<file path="src/rtl/dbg_step_ctrl_pkg.sv">
// Shared encodings for the debug/clock-control unit: operating modes and FSM state codes.
package dbg_step_ctrl_pkg;

  typedef enum logic [1:0] {
    MODE_HALT  = 2'b00,
    MODE_RUN   = 2'b01,
    MODE_STEP  = 2'b10,
    MODE_BURST = 2'b11
  } mode_e;

  typedef enum logic [1:0] {
    ST_IDLE  = 2'b00,
    ST_RUN   = 2'b01,
    ST_BURST = 2'b10
  } state_e;

endpackage

</file>
<file path="src/rtl/dbg_step_ctrl_key.sv">
// Step-key conditioning: 2-flop synchroniser, stability counter, rising-edge event.
module key_debounce #(
  parameter int DEB_CYC = 16
) (
  input  logic clk,
  input  logic rst,
  input  logic key_i,
  output logic level_o,
  output logic key_evt_o
);

  localparam int CNT_W = $clog2(DEB_CYC + 1);
  localparam logic [CNT_W-1:0] CNT_LAST = CNT_W'(DEB_CYC - 1);

  logic             sync1_q, sync2_q;
  logic [CNT_W-1:0] cnt_q, cnt_d;
  logic             level_q, level_d;
  logic             evt_q, evt_d;

  always_ff @(posedge clk or posedge rst) begin
    if (rst) begin
      sync1_q <= 1'b0;
      sync2_q <= 1'b0;
      cnt_q   <= '0;
      level_q <= 1'b0;
      evt_q   <= 1'b0;
    end else begin
      sync1_q <= key_i;
      sync2_q <= sync1_q;
      cnt_q   <= cnt_d;
      level_q <= level_d;
      evt_q   <= evt_d;
    end
  end

  // Counter tracks consecutive samples disagreeing with the accepted level.
  always_comb begin
    cnt_d   = '0;
    level_d = level_q;
    evt_d   = 1'b0;
    if (sync2_q != level_q) begin
      if (cnt_q == CNT_LAST) begin
        level_d = sync2_q;
        evt_d   = sync2_q;
      end else begin
        cnt_d = cnt_q + CNT_W'(1);
      end
    end
  end

  assign level_o   = level_q;
  assign key_evt_o = evt_q;

endmodule

</file>
<file path="src/rtl/dbg_step_ctrl.sv">
// Debug clock-enable controller: halt / divided run / debounced single-step / N-step burst,
// with a probe-channel snapshot register updated after each enable.
//   state    | meaning
//   ST_IDLE  | no enables except single-step on key event; waits for run or burst start
//   ST_RUN   | free-running divider, one enable every div_i+1 cycles
//   ST_BURST | one enable per cycle until the remaining count is spent
module dbg_step_ctrl
  import dbg_step_ctrl_pkg::*;
#(
  parameter int DATA_W  = 32,
  parameter int NUM_CH  = 8,
  parameter int SEL_W   = 3,
  parameter int DIV_W   = 8,
  parameter int DEB_CYC = 16,
  parameter int BURST_W = 8
) (
  input  logic                     clk,
  input  logic                     rst,
  input  logic [1:0]               mode_i,
  input  logic [DIV_W-1:0]         div_i,
  input  logic                     key_i,
  input  logic [BURST_W-1:0]       burst_len_i,
  input  logic [NUM_CH*DATA_W-1:0] probe_i,
  input  logic [SEL_W-1:0]         ch_sel_i,
  input  logic                     freeze_i,
  output logic                     cpu_ce_o,
  output logic                     busy_o,
  output logic [31:0]              step_cnt_o,
  output logic [DATA_W-1:0]        data_o
);

  localparam int NSEL = 2 ** SEL_W;

  state_e             state_q, state_d;
  logic [DIV_W-1:0]   div_cnt_q, div_cnt_d;
  logic [BURST_W-1:0] rem_q, rem_d;
  logic               ce_q, ce_d;
  logic               busy_q, busy_d;
  logic [31:0]        step_cnt_q, step_cnt_d;
  logic [DATA_W-1:0]  data_q, data_d;
  logic [SEL_W-1:0]   sel_q;
  logic               key_level, key_evt, key_press;
  logic [DATA_W-1:0]  ch_a [NSEL];

  key_debounce #(.DEB_CYC(DEB_CYC)) u_key (
    .clk       (clk),
    .rst       (rst),
    .key_i     (key_i),
    .level_o   (key_level),
    .key_evt_o (key_evt)
  );

  assign key_press = key_evt & key_level;

  // Unpopulated select codes read as zero.
  for (genvar k = 0; k < NSEL; k++) begin : g_ch
    if (k < NUM_CH) begin : g_on
      assign ch_a[k] = probe_i[k*DATA_W +: DATA_W];
    end else begin : g_off
      assign ch_a[k] = '0;
    end
  end

  always_ff @(posedge clk or posedge rst) begin
    if (rst) begin
      state_q    <= ST_IDLE;
      div_cnt_q  <= '0;
      rem_q      <= '0;
      ce_q       <= 1'b0;
      busy_q     <= 1'b0;
      step_cnt_q <= '0;
      data_q     <= '0;
      sel_q      <= '0;
    end else begin
      state_q    <= state_d;
      div_cnt_q  <= div_cnt_d;
      rem_q      <= rem_d;
      ce_q       <= ce_d;
      busy_q     <= busy_d;
      step_cnt_q <= step_cnt_d;
      data_q     <= data_d;
      sel_q      <= ch_sel_i;
    end
  end

  always_comb begin
    state_d   = state_q;
    div_cnt_d = div_cnt_q;
    rem_d     = rem_q;
    ce_d      = 1'b0;
    busy_d    = busy_q;
    case (state_q)
      ST_IDLE: begin
        busy_d = 1'b0;
        case (mode_e'(mode_i))
          MODE_RUN: begin
            state_d   = ST_RUN;
            div_cnt_d = '0;
          end
          MODE_STEP: ce_d = key_press;
          MODE_BURST: begin
            if (key_press && (burst_len_i != '0)) begin
              state_d = ST_BURST;
              rem_d   = burst_len_i;
              busy_d  = 1'b1;
            end
          end
          default: ;
        endcase
      end
      ST_RUN: begin
        if (mode_e'(mode_i) != MODE_RUN) begin
          state_d = ST_IDLE;
        end else if (div_cnt_q == div_i) begin
          ce_d      = 1'b1;
          div_cnt_d = '0;
        end else if (div_cnt_q > div_i) begin
          div_cnt_d = '0;
        end else begin
          div_cnt_d = div_cnt_q + DIV_W'(1);
        end
      end
      ST_BURST: begin
        if (mode_e'(mode_i) != MODE_BURST) begin
          state_d = ST_IDLE;
          busy_d  = 1'b0;
        end else begin
          ce_d  = 1'b1;
          rem_d = rem_q - BURST_W'(1);
          if (rem_q == BURST_W'(1)) begin
            state_d = ST_IDLE;
            busy_d  = 1'b0;
          end
        end
      end
      default: state_d = ST_IDLE;
    endcase
  end

  assign step_cnt_d = step_cnt_q + {31'b0, ce_q};

  always_comb begin
    data_d = data_q;
    if (!freeze_i && (ce_q || (ch_sel_i != sel_q))) begin
      data_d = ch_a[ch_sel_i];
    end
  end

  assign cpu_ce_o   = ce_q;
  assign busy_o     = busy_q;
  assign step_cnt_o = step_cnt_q;
  assign data_o     = data_q;

endmodule

</file>
<file path="config.mk">
export PLATFORM = sky130hd
export DESIGN_NAME = dbg_step_ctrl
export DESIGN_NICKNAME = d
export VERILOG_FILES = /design/src/rtl/dbg_step_ctrl_pkg.sv /design/src/rtl/dbg_step_ctrl_key.sv /design/src/rtl/dbg_step_ctrl.sv
export SDC_FILE = /design/constraint.sdc
export NUM_CORES = 1
export LEC_CHECK = 0
export ABC_AREA = 1
export CAP_MARGIN = 40
export CORE_MARGIN = 2
export CORE_UTILIZATION = 42
export DETAILED_ROUTE_END_ITERATION = 10
export HOLD_SLACK_MARGIN = 0.05
export MAX_ROUTING_LAYER = met4
export PLACE_DENSITY = 0.82
export SLEW_MARGIN = 20
export SYNTH_ARGS = -nofsm -noshare
export SYNTH_HDL_FRONTEND = slang
export SYNTH_SLANG_ARGS = --single-unit
</file>
<file path="constraint.sdc">
create_clock -name clk -period 4 [get_ports clk]
set_input_delay 0.6 -clock clk [delete_from_list [all_inputs] [get_ports clk]]
set_output_delay 0.6 -clock clk [all_outputs]
set_load 0.02 [all_outputs]
</file>
==> summary.txt, run 1 <==
Route
  – Avg WL per Cell: about 17 um
  – Remaining DRCs: 0
  – DRT Wirelength: between 20 and 30 mm
  – Via count: slightly below 9000
  – Number of DRC markers in iteration 0: approximately 600
  – DR pass1 iterations: 5
  – Avg Vias per Cell: between 5 and 6
  – Final ANT Viol Nets: 0

Global routing
  – Largest net degree at the start of global routing: between 60 and 70
  – Antenna violations before repair: 1
  – First-pass GRT wire length: 43.59 mm
  – Vias in the first global route: ~8300
  – Total GRT Usage: 0.3163
  – Gr ovfl total: 0

Layout
  – Area Overhead vs Synth: 53.56%
  – Multi-input logic area: 0.004297 mm2
  – Fin cells: between 1500 and 2000
  – Share of layout cells above drive strength 1: 0.04493
  – Seq. cell area: between 0.002 and 0.0025 mm2
  – Fill cells: approximately 1500
  – Layout net count: approximately 1800

Clock tree
  – Sink Count: 96
  – Root Buffer: clkbuf_16
  – CTS buffer count: 9
  – Clock Path Buffers: 2
  – CTS Hold Bufs: 0
  – Post-cts resize count: 0
  – Worst-path clk slew: 0.07 ns
  – TritonCTS clock tree: built
  – Worst skew pair latency: approximately 0.34 ns
  – Htree depth: 3
  – Post-CTS Setup Bufs: 0

Floorplan
  – Core area: 0.01670 mm2
  – Initial core utilization: 0.4323
  – Width of the die: about 140 um
  – Site Rows: 47
  – I/O pin cnt: 347
  – Die area: approximately 0.018 mm2
  – Die Y-Extent: between 100 and 150 um

Logic synthesis
  – Synth Warn #: 0
  – Seq/Total Area, Yosys: 0.3327
  – Syn Inst Count: 1152
  – Yosys cell types: 36
  – Synth Cell Area: 0.007221 mm2
  – Post-synth ARST share: 1.000
  – Syn Area/Cell: approximately 6.3 um2
  – FF+latch count, synth: 96
  – EDFF count, synth: 0
  – Synth top area share: 0.3327
  – Synth area leaders: dfrtp_1, nand2_1, nand3_1
  – Area leader, netlist: dfrtp_1
  – Post-synth net total: between 1000 and 1500
  – Top FF cell, synth: dfrtp_1

Worst setup path
  – Critical path data arrival time: around 2.4 ns
  – R2R Setup Slk: approximately 2.1 ns
  – Setup CP Type: primary input to flop
  – Startpoint Class: primary input
  – Setup crit end kind: flop
  – Worst Path Max Fanout: a little over 60
  – Worst path max stage delay: between 0.5 and 0.6 ns
  – Critical Path RT: roughly 4.3 ns
  – Delay-heaviest family, CP: buffers and inverters
  – Buf+Inv Stages, Crit Path: 3
  – Most frequent CP cell: nand2_1
  – Crit path max-delay cell type: inv_4
  – Crit path cell chain: buf_4 > inv_4 > buf_4 > nand2_1 > nand3_1 > nand3_1 > nand2_1 > nand2_1 > nand2_1

STA
  – Final setup vio count: 0
  – Final TNS setup: 0 ns
  – Measured slew at the worst slew-check pin: 0.7671 ns
  – RSZ-0062 raised after global routing: false
  – Final hold slack: approximately 0.35 ns
  – FMAX: approximately 470 MHz
  – Crit share post-route: 0.5333
  – Final Hold Viols: 0
  – Skew final: roughly 0.0087 ns
  – Minimum clock period: roughly 2.1 ns
  – Slew Limit Fails: 0
  – Headroom to the max-slew limit: 0.4872

Place
  – Dpl cells: between 1500 and 2000
  – Gpl congestion: roughly 0.96
  – Dpl hpwl: ~22 mm
  – IO buf count: 346

Pwr
  – VDD IR max: roughly 0.23 mV
  – Static leakage: just over 5 nW
  – Power density cells: between 200 and 300 mW/mm2

Flow run
  – Maxcap violations: 0

Min path
  – Hold WC Path Type: flop to flop

Outcome
  – Status: completed
-- synthesized netlist by cell type, types with 6 or more instances --
cell      number
xnor2_1        6
nand3_1      216
nand4_1        6
o21ai_0       15
nand2_1      547
ha_1          14
buf_2         36
nor3_1         7
xor2_1        17
nor2_1        67
nand3b_1       6
inv_2          8
inv_1         52
nor2_4         6
clkbuf_1       8
dfrtp_1       96
-- worst reg2reg max path, stage by stage (launching register included) --
cell,delay (ns)
dfrtp_1,0.42
ha_1,0.24
ha_1,0.26
nand3_2,0.15
nor2_4,0.24
nand2_4,0.11
nor2_8,0.14
nand3_1,0.08
nand2_1,0.08
nand2_1,0.05
-- final cells by class --
cell class | instances | area share
inverter | 60 | 0.02076
timing repair buffer | 357 | 0.3234
multi-input combinational | 940 | 0.3875
clock buffer | 13 | 0.02437
clock inverter | 3 | 0.002257
sequential | 96 | 0.2167
tap | 220 | 0.02483
antenna | 1 | 0.0002257
-- through the flow --
stage,power (mW),setup slack [ns],utilization,cell area (um2)
floorplan,1.474,0.8946,-,7221
global placement,1.959,1.528,0.6416,10720
detailed placement,1.972,1.545,0.6461,10790
CTS,2.823,1.897,0.6638,11090
global route,2.950,1.708,0.6639,11090
finish,2.802,1.867,0.6639,11090
-- report_power, final --
group | leakage (nW) | switching, mW | internal, mW
Sequential | 1.25 | 0.0483 | 1.04
Clock | 0.142 | 0.368 | 0.476
Combinational | 3.81 | 0.417 | 0.457
-- sequential cells by signal, summed over array words and instances (netlist names) --
| name | cells |
|---|---|
| sel_q | 3 |
| u_key.sync1_q | 1 |
| u_key.cnt_q | 5 |
| u_key.key_evt_o | 1 |
| busy_o | 1 |
| rem_q | 8 |
| data_o | 32 |
| u_key.level_o | 1 |
| div_cnt_q | 8 |
| step_cnt_o | 32 |
| state_q | 2 |
| u_key.sync2_q | 1 |
| cpu_ce_o | 1 |
-- cell families (layout without fill, tap and decap cells) --
logic type | count (synthesis) | in the layout | synth area share
and+or+nand+nor | 873 | 873 | 0.5167
buffers and inverters | 116 | 433 | 0.07226
DFF | 96 | 96 | 0.3327
AOI/OAI and AO/OA | 29 | 29 | 0.02391
xor gates and xnor gates | 24 | 24 | 0.03015
adders and majority gates | 14 | 14 | 0.02426
other | 0 | 1 | 0
-- per-layer routing --
| layer | global-route usage | share of wire | wire length (um) |
|---|---|---|---|
| met5 | - | 0 | 0 |
| met4 | 0.09259 | 0.029 | 813 |
| met3 | 0.08108 | 0.092 | 2590 |
| met2 | 0.5296 | 0.49 | 13700 |
| met1 | 0.3775 | 0.39 | 11100 |
-- cell usage in the layout (no fill, tap or decap), types with 2 or more instances in the layout --
cell	synthesis	layout
nor2_1	67	67
nor2_2	5	5
o21ai_1	5	5
buf_2	36	2
nand3b_1	6	6
ha_1	14	14
nor3_2	2	2
o21ai_0	15	15
inv_1	52	50
inv_4	0	2
clkbuf_16	0	9
nand2_1	547	547
inv_2	8	8
xor2_1	17	17
a21oi_1	4	4
xnor2_1	6	6
clkdlybuf4s50_1	0	343
buf_16	0	2
buf_4	5	9
nand3_2	3	3
nor2_4	6	6
nand3_1	216	216
nand4_1	6	6
clkbuf_8	0	3
clkinv_4	0	2
nand2_2	3	3
nor3_1	7	7
dfrtp_1	96	96
-- worst paths after layout --
check / cells past startpoint / start / end
worst max-delay path: 9 / ch_sel_i[0] / data_o[23]$_DFFE_PP0P_
worst min-delay path: 0 / u_key.sync1_q$_DFF_PP0_ / u_key.sync2_q$_DFF_PP0_
worst max register to register: 9 / cpu_ce_o$_DFF_PP0_ / step_cnt_o[20]$_DFF_PP0_
worst min register to register: 0 / u_key.sync1_q$_DFF_PP0_ / u_key.sync2_q$_DFF_PP0_
max in group asynchronous: 4 / rst / data_o[22]$_DFFE_PP0P_
min in group asynchronous: 2 / rst / rem_q[4]$_DFFE_PP0P_
(Power assumes the default switching activity.)
==> run 2: changes to the inputs <==
--- a/config.mk
+++ b/config.mk
@@ -8,11 +8,11 @@
 export ABC_AREA = 1
 export CAP_MARGIN = 40
 export CORE_MARGIN = 2
-export CORE_UTILIZATION = 42
+export CORE_UTILIZATION = 38
 export DETAILED_ROUTE_END_ITERATION = 10
 export HOLD_SLACK_MARGIN = 0.05
 export MAX_ROUTING_LAYER = met4
-export PLACE_DENSITY = 0.82
+export PLACE_DENSITY = 0.79
 export SLEW_MARGIN = 20
 export SYNTH_ARGS = -nofsm -noshare
 export SYNTH_HDL_FRONTEND = slang
==> constraint.sdc (replaced) <==
create_clock -name clk -period 1.88 [get_ports clk]
set_input_delay 0.282 -clock clk [delete_from_list [all_inputs] [get_ports clk]]
set_output_delay 0.282 -clock clk [all_outputs]
set_load 0.02 [all_outputs]
==> run 2 against run 1 <==
Against the previous run:
- global-route usage decreased by 4.1 points
- register-to-register slack lost 2.0 ns
- routed wire length down 2.7%
- total power rose by 120%
- critical path depth down 8
- largest cell class unchanged
- hold slack got worse by 0.0094 ns
- cell count is 1.2% higher
- first-iteration DRC count fell by 14%
- core utilization decreased by 6.6 points
==> summary.txt, run 2 (synthesis gave the netlist of run 1 again) <==
Route
  – Number of DRC markers in iteration 0: 514 (-14%)
  – Avg Vias per Cell: 4.990 (-3.1%)
  – DRT Wirelength: 27.44 mm (-2.7%)
  – Remaining DRCs: 0 (unchanged)
  – Avg WL per Cell: 16.05 um (-3.8%)
  – DR pass1 iterations: 7 (+2)
  – Via count: 8533 (-2.0%)
  – Final ANT Viol Nets: 0 (unchanged)

Layout
  – Commonest non-fill, non-tap cell in the layout: nand2_1
  – Layout net count: 1763 (+0.23%)
  – Area Overhead vs Synth: 54.79%
  – Final Cell Area: 0.01118 mm2 (+0.80%)
  – Most frequent cells in the layout: nand2_1, clkdlybuf4s50_1, nand3_1
  – Share of layout cells above drive strength 1: 0.04956 (+0.004630)
  – Fin cells: 1710 (+1.2%)
  – Final Core Density: 0.5975 (-0.06639)

Clock tree
  – Root Buffer: clkbuf_16
  – Worst skew pair latency: 0.34 ns (about the same)
  – Clock Path Buffers: 2 (unchanged)
  – Htree depth: 3 (unchanged)
  – Sink Count: 96 (unchanged)
  – Worst-path clk slew: 0.06 ns (about the same)
  – TritonCTS clock tree: built
  – CTS Hold Bufs: 0 (unchanged)
  – CTS buffer count: 9 (unchanged)

Worst setup path
  – Critical Path Source: step_cnt_o[2]$_DFF_PP0_
  – Critical Path RT: 1.60 ns (-2.68 ns)
  – Crit path cell chain: clkdlybuf4s50_1
  – Startpoint Class: flop
  – R2R Setup Slk: 0.13 ns (-2.00 ns)
  – Reg2reg start: cpu_ce_o$_DFF_PP0_
  – Worst path max stage delay: 0.68 ns (+0.17 ns)
  – Setup crit end kind: output port
  – Setup CP Type: flop to output port
  – Delay-heaviest family, CP: buffers and inverters
  – Crit path max-delay cell type: clkdlybuf4s50_1
  – Critical path data arrival time: 1.47 ns (-0.94 ns)
  – Worst Path Max Fanout: 5 (-92%)
  – Buf+Inv Stages, Crit Path: 1 (-2)

Pwr
  – VDD IR max: 0.4615 mV (+100%)
  – Power density cells: 539.5 mW/mm2 (+110%)
  – Static leakage: 5.221 nW (+0.45%)
  – Design Power: 6.030 mW (+120%)

Global routing
  – Gr ovfl total: 0 (unchanged)
  – Vias in the first global route: 8198 (-1.6%)
  – Largest net degree at the start of global routing: 97 (+52%)
  – Antenna violations before repair: 3 (+2)
  – Total GRT Usage: 0.2754 (-0.04099)
  – First-pass GRT wire length: 42.23 mm (-3.1%)

STA
  – RSZ-0062 raised after global routing: true
  – Skew final: 0.005940 ns (-0.002792 ns)
  – Final hold slack: 0.3438 ns (-0.009352 ns)
  – Measured slew at the worst slew-check pin: 0.7973 ns (+0.03019 ns)
  – Final setup vio count: 0 (unchanged)
  – Headroom to the max-slew limit: 0.4681 (-0.01912)
  – Crit share post-route: 0.9334
  – Final Hold Viols: 0 (unchanged)
  – Minimum clock period: 1.755 ns
  – Slew Limit Fails: 0 (unchanged)
  – FMAX: 569.9 MHz

Floorplan
  – Die area: 0.02012 mm2 (+10%)
  – Width of the die: 141.8 um (+5.0%)
  – I/O pin cnt: 347 (unchanged)
  – Initial core utilization: 0.3860 (-0.04633)
  – Site Rows: 50 (+6.4%)
  – Die Y-Extent: 141.8 um (+5.0%)
  – Core area: 0.01871 mm2 (+12%)

Place
  – IO buf count: 346 (unchanged)
  – Dpl cells: 1689 (+0.96%)
  – Gpl congestion: 0.9611 (-0.14%)
  – Placed inst area: 0.01083 mm2 (+0.41%)
  – Dpl hpwl: 21.25 mm (-4.6%)

Min path
  – Hold WC Path Type: primary input to flop
  – Hold path start: ch_sel_i[2]

Flow run
  – Maxcap violations: 0 (unchanged)

Outcome
  – Status: completed
run 2: cell count changes in the layout (fill, tap and decap cells not counted):
| cell | delta |
|---|---|
| buf_16 | -2 |
| inv_4 | -1 |
| clkinv_2 | +1 |
| nor2_1 | -1 |
| buf_12 | +4 |
| ha_1 | -2 |
| clkbuf_8 | -1 |
| ha_2 | +2 |
| buf_4 | +1 |
| diode_2 | +2 |
| nor2_2 | +1 |
| o21bai_2 | +1 |
| bufinv_16 | +1 |
run 2: what timing repair did:
item / 4_1_cts / 5_1_grt
endpoints found under the setup margin: 0 / 16
setup buffers: 0 / 1
gates resized for setup: 0 / 3
run 2: worst paths after layout:
| check | end | cells past startpoint |
|---|---|---|
| max in group asynchronous | sel_q[2]$_DFF_PP0_ | 3 |
| min in group asynchronous | step_cnt_o[31]$_DFF_PP0_ | 3 |
| hold / removal | sel_q[2]$_DFF_PP0_ | 2 |
| setup / recovery | step_cnt_o[2] | 1 |
| setup reg to reg | step_cnt_o[20]$_DFF_PP0_ | 9 |
| hold reg to reg | u_key.sync2_q$_DFF_PP0_ | 0 |
run 2: routing by layer:
metal / vias to the layer above / share of wire / track usage
met1: 3856 / 0.41 / 0.3191
met3: 55 / 0.079 / 0.07357
met2: 321 / 0.49 / 0.4716
li1: 4301 / - / -
met5: - / 0 / -
met4: 0 / 0.028 / 0.07737
run 2: layout make-up:
cell class,count,area [um2]
Inverter,60,231.5
Timing Repair Buffer,360,3618
Tap cell,234,292.8
Clock inverter,4,52.55
Multi-Input combinational cell,941,4315
Fill cell,1739,7528
Clock buffer,12,256.5
Sequential cell,96,2402
Antenna cell,3,7.507
run 2: through the flow:
| stage | TNS, ns | setup slack, ns |
|---|---|---|
| 2_1_floorplan | 0 | 0.1662 |
| 3_3_place_gp | 0 | 0.07429 |
| 3_5_place_dp | -0.05312 | -0.02544 |
| 4_1_cts | 0 | 0.07252 |
| 5_1_grt | -0.03327 | -0.02716 |
| 6_report | 0 | 0.1253 |
run 2: where the power goes:
group	leakage, nW	internal [mW]	total (mW)	switching (mW)
Clock	0.153	1.11	1.88	0.772
Combinational	3.82	0.977	1.85	0.874
Sequential	1.25	2.20	2.30	0.0947
Total	5.22	4.29	6.03	1.74
